[src/rtl/regfile_port_ctrl.sv]
`default_nettype none
// +--------------------------------------------------------------------------+
// | regfile_port_ctrl: write-buffered, forwarding port controller for a 32x32 |
// | register array.                                        Revision: 1.0      |
// +--------------------------------------------------------------------------+
module regfile_port_ctrl #(
  parameter int WBUF_DEPTH = 2,
  parameter bit ZERO_R0    = 1'b1
) (
  input  logic        clk,
  input  logic        rst_n,
  input  logic        wr_valid,
  output logic        wr_ready,
  input  logic [4:0]  wr_addr,
  input  logic [31:0] wr_data,
  input  logic        rd_valid,
  output logic        rd_ready,
  input  logic [4:0]  rd_addr_a,
  input  logic [4:0]  rd_addr_b,
  output logic        rsp_valid,
  input  logic        rsp_ready,
  output logic [31:0] rsp_data_a,
  output logic [31:0] rsp_data_b,
  output logic [31:0] write_sl,
  output logic [31:0] wdata,
  output logic [31:0] select_a,
  output logic [31:0] select_b,
  input  logic [31:0] outA,
  input  logic [31:0] outB
);
  localparam int CNT_W = $clog2(WBUF_DEPTH + 1);

  logic [4:0]       addr_q [WBUF_DEPTH];
  logic [4:0]       addr_d [WBUF_DEPTH];
  logic [31:0]      data_q [WBUF_DEPTH];
  logic [31:0]      data_d [WBUF_DEPTH];
  logic [CNT_W-1:0] count_q, count_d, wr_idx;
  logic             rsp_valid_q, rsp_valid_d;
  logic [31:0]      rsp_a_q, rsp_a_d, rsp_b_q, rsp_b_d;
  logic [31:0]      fwd_a, fwd_b;
  logic             push, pop, rd_fire;

  function automatic logic [31:0] onehot(input logic [4:0] a);
    onehot = 32'd1 << a;
  endfunction

  assign wr_ready = (count_q < CNT_W'(WBUF_DEPTH));
  assign pop      = (count_q != '0);
  assign push     = wr_valid && wr_ready;
  assign rd_ready = !rsp_valid_q || rsp_ready;
  assign rd_fire  = rd_valid && rd_ready;
  assign wr_idx   = pop ? (count_q - {{(CNT_W-1){1'b0}}, 1'b1}) : count_q;

  // Entry 0 is always the head, so it is the one driving the array.
  assign write_sl = (pop && !(ZERO_R0 && addr_q[0] == 5'd0)) ? onehot(addr_q[0]) : '0;
  assign wdata    = data_q[0];
  assign select_a = (rst_n && rd_fire) ? onehot(rd_addr_a) : '0;
  assign select_b = (rst_n && rd_fire) ? onehot(rd_addr_b) : '0;

  assign rsp_valid  = rsp_valid_q;
  assign rsp_data_a = rsp_a_q;
  assign rsp_data_b = rsp_b_q;

  // Ascending scan: a later (younger) match overrides an older one.
  always_comb begin
    fwd_a = outA;
    fwd_b = outB;
    for (int i = 0; i < WBUF_DEPTH; i++) begin
      if (CNT_W'(i) < count_q) begin
        if (addr_q[i] == rd_addr_a) fwd_a = data_q[i];
        if (addr_q[i] == rd_addr_b) fwd_b = data_q[i];
      end
    end
    if (ZERO_R0 && rd_addr_a == 5'd0) fwd_a = '0;
    if (ZERO_R0 && rd_addr_b == 5'd0) fwd_b = '0;
  end

  always_comb begin
    for (int i = 0; i < WBUF_DEPTH; i++) begin
      addr_d[i] = addr_q[i];
      data_d[i] = data_q[i];
    end
    if (pop) begin
      for (int i = 0; i < WBUF_DEPTH - 1; i++) begin
        addr_d[i] = addr_q[i+1];
        data_d[i] = data_q[i+1];
      end
    end
    for (int i = 0; i < WBUF_DEPTH; i++) begin
      if (push && CNT_W'(i) == wr_idx) begin
        addr_d[i] = wr_addr;
        data_d[i] = wr_data;
      end
    end
    count_d = count_q + {{(CNT_W-1){1'b0}}, push} - {{(CNT_W-1){1'b0}}, pop};
  end

  always_comb begin
    rsp_valid_d = rsp_valid_q;
    rsp_a_d     = rsp_a_q;
    rsp_b_d     = rsp_b_q;
    if (rd_fire) begin
      rsp_valid_d = 1'b1;
      rsp_a_d     = fwd_a;
      rsp_b_d     = fwd_b;
    end else if (rsp_ready) begin
      rsp_valid_d = 1'b0;
    end
  end

  always_ff @(posedge clk or negedge rst_n) begin
    if (!rst_n) begin
      count_q     <= '0;
      rsp_valid_q <= 1'b0;
      rsp_a_q     <= '0;
      rsp_b_q     <= '0;
      for (int i = 0; i < WBUF_DEPTH; i++) begin
        addr_q[i] <= '0;
        data_q[i] <= '0;
      end
    end else begin
      count_q     <= count_d;
      rsp_valid_q <= rsp_valid_d;
      rsp_a_q     <= rsp_a_d;
      rsp_b_q     <= rsp_b_d;
      for (int i = 0; i < WBUF_DEPTH; i++) begin
        addr_q[i] <= addr_d[i];
        data_q[i] <= data_d[i];
      end
    end
  end

endmodule
`default_nettype wire

[config.mk]
export PLATFORM = sky130hd
export DESIGN_NAME = regfile_port_ctrl
export DESIGN_NICKNAME = d
export VERILOG_FILES = /design/src/rtl/regfile_port_ctrl.sv
export SDC_FILE = /design/constraint.sdc
export NUM_CORES = 1
export LEC_CHECK = 0
export ABC_AREA = 1
export CAP_MARGIN = 20
export CORE_MARGIN = 2
export CORE_UTILIZATION = 35
export DETAILED_ROUTE_END_ITERATION = 16
export PLACE_DENSITY_LB_ADDON = 0.08
export SLEW_MARGIN = 20
export SYNTH_ARGS = -nofsm -noshare
export SYNTH_HDL_FRONTEND = slang
export SYNTH_SLANG_ARGS = --single-unit
[constraint.sdc]
create_clock -name clk -period 1.9 [get_ports clk]
set_input_delay 0.38 -clock clk [delete_from_list [all_inputs] [get_ports clk]]
set_output_delay 0.38 -clock clk [all_outputs]
set_load 0.01 [all_outputs]
==> reports/results.txt <==
Status -> complete, but fails checks
Failing checks -> negative setup slack
Worst-Skew Late Latency -> 0.43 ns
Vias after detailed routing -> 9614
Clk sinks -> 141
Syn nets -> 1338
Grt ovf -> 0
Worst slew pin tran -> 0.7619 ns
Vias per inst -> 5.147
Post-DP HPWL -> 23450 µm
Die area -> 0.02542 mm²
Initial antenna violation count -> 1
Fin Clk Skew -> 0.01384 ns
Yosys warning count -> 0
DR iter-0 viols -> 612
Final Hold Slack -> 0.4277 ns
CTS Buf Count -> 17
Clock Tree Root -> clkbuf_16
Final period util -> 109.7%
First-pass detailed-route iteration total -> 6
Int Pwr -> 6.372 mW
CTS tree -> built
Synth unique cells -> 27
Register area share after synthesis -> 41.72%
DR DRC count -> 0
Worst setup slack after layout -> -0.1847 ns
Worst vdd ir -> 552.3 µV
Hold Path Class -> reg -> reg
Routed len/inst -> 18.70 µm
Vias in the first global route -> 9452
Synth top area cells -> dfrtp_1 42%, nand2_1 16%, nor2_1 11%
Lkg Pwr -> 6.709 nW
DIE HEIGHT -> 159.4 µm
Fraction of layout instances using a drive strength above 1 -> 29.20%
Cell Rows -> 56
Util after Layout -> 58.08%
Clock network power share -> 36.4%
CP Capture Type -> output port
Pins Over Slew Limit -> 0
Synth area leader -> dfrtp_1
Syn Area/Cell -> 6.921 µm²
Post-synth EDFFs -> 0
Critical Path Fanout Max -> 8
Final setup fails -> 107
Antenna-violating nets left -> 0
Top FF cell, synth -> dfrtp_1
Largest net degree at the start of global routing -> 122
Horiz. Die Dim -> 159.4 µm
Critical Path AT -> 1.70 ns
Cell count after placement -> 1800
Starting density of the core -> 35.81%
Port buffer count -> 309
First-pass GRT wire length -> 52500 µm
Finished Layout Cells -> 1868
Slew headroom -> 49.20%
Clk buf depth -> 2
Switch Pwr -> 2.987 mW
Total of max-cap violations -> 0
Synth Register Bits -> 141
Final min period -> 2.085 ns
Nets -> 1651
CTS clock-pin slew for the worst setup and hold paths -> 0.07 ns
Ports -> 311
Final Wtd Congestion -> 0.8652
Synth top cells by count -> 362 x nand2_1, 238 x nor2_1, 141 x dfrtp_1
Worst Setup Path Type -> reg -> out
Pwr dens -> 682.4 mW/mm²
Ys async rst share -> 100.0%
Nature of the critical path startpoint -> register
Count leader, synth -> nand2_1
H-tree depth -> 4
Sequential Power Share -> 37.0%
Area delta synth->final -> 62.17%
Mapped Area -> 0.008457 mm²
RSZ-0062 raised after global routing -> true
Worst EP required -> 1.52 ns
Tot Pwr -> 9.358 mW
Fin. Hold Viols -> 0
Gate power share -> 26.6%
Fmax -> 479.7 MHz
Drt total wl -> 34930 µm
Core footprint -> 0.02361 mm²
Total Routing Usage GR -> 26.03%
Sw frac -> 31.92%
Synth top area share -> 41.72%
Synthesized instance count -> 1222
==> layout by cell type, fill, tap and decap left out, drive strengths merged, types with 3 or more instances in the layout <==
cell type and instances:
o21ai 4, dfrtp 141, nand2 365, a31oi 4, clkinvlp 3, inv 34
clkbuf 23, nor2 246, o211ai 5, nor3 4, nand4 121, clkdlybuf4s50 203
nand3 143, buf 235, dlygate4sd2 8
==> critical path, stage by stage (launching register included) <==
cell      delay, ns
dfrtp_1        0.39
nand2_2        0.10
nand2_4        0.07
inv_4          0.07
nand2_4        0.06
clkinv_4       0.05
buf_12         0.10
nand2_4        0.07
buf_12         0.17
nor2_2         0.08
buf_2          0.13
==> cells by family after synthesis <==
group | synth area share (%)
XOR/XNOR | 0.2072
AO/OA/AOI/OAI | 1.021
flip-flops | 41.72
AND/OR/NAND/NOR | 45.76
other | 0.04434
buffers and inverters | 11.24
==> registers in the layout (all words and copies together), names as in the netlist <==
name / flops
wdata: 32
rsp_data_a: 32
count_q: 2
data_q: 32
addr_q: 10
rsp_valid: 1
rsp_data_b: 32
==> final timing paths <==
| check | end | start | cells past startpoint | slack (ns) |
|---|---|---|---|---|
| worst min register to register | data_q[0] | data_q[0] | 0 | 0.43 |
| min in group asynchronous | rsp_data_a[28] | rst_n | 3 | 0.51 |
| worst max register to register | rsp_data_a[27] | addr_q[5] | 13 | -0.10 |
| worst min-delay path | data_q[0] | data_q[0] | 0 | 0.43 |
| worst max-delay path | select_b[16] | rsp_valid | 10 | -0.18 |
| max in group asynchronous | rsp_data_a[5] | rst_n | 4 | 0.40 |
==> cell type report <==
cell class                      count  area (µm²)
Inverter                           26       117.6
Tap cell                          319       399.1
Fill cell                        2254        9898
Antenna cell                        1       2.502
Clock buffer                       18       439.2
Multi-Input combinational cell    895        4823
Timing Repair Buffer              454        4258
Clock inverter                     14       146.4
Sequential cell                   141        3528
==> what timing repair did <==
action / CTS / global route
hold buffers: 1 / 0
setup buffers: 15 / 13
gates cloned: 4 / 4
gates resized for setup: 444 / 234
pin swaps: 14 / 40
hold endpoints to repair: 20 / 0
endpoints found under the setup margin: 97 / 122
==> routing by layer <==
layer | vias to the layer above | track usage, % | part of all wire (%)
met5 | - | 0 | 0
met4 | 0 | 7.107 | 1.3
met3 | 38 | 5.809 | 6.6
met2 | 403 | 43.93 | 49
met1 | 4592 | 33.66 | 43
li1 | 4581 | - | -
==> metrics by stage <==
step | worst slack (ns) | TNS (ns) | area, µm²
CTS | -0.2225 | -9.464 | 12690
global route | -0.2638 | -20.10 | 13710
floorplan | 0.1305 | 0 | 8457
global placement | -0.8125 | -72.01 | 12120
finish | -0.1847 | -12.24 | 13710
detailed placement | -0.8310 | -72.61 | 12120
==> power groups by stage <==
stage	logic, mW	clock network (mW)	registers [mW]
floorplan	0.893	0	3.57
global placement	2.22	0	3.51
detailed placement	2.23	0	3.51
CTS	2.33	3.46	3.46
global route	2.69	3.60	3.49
finish	2.49	3.41	3.46
No activity file was read; power rests on OpenSTA's default activity.
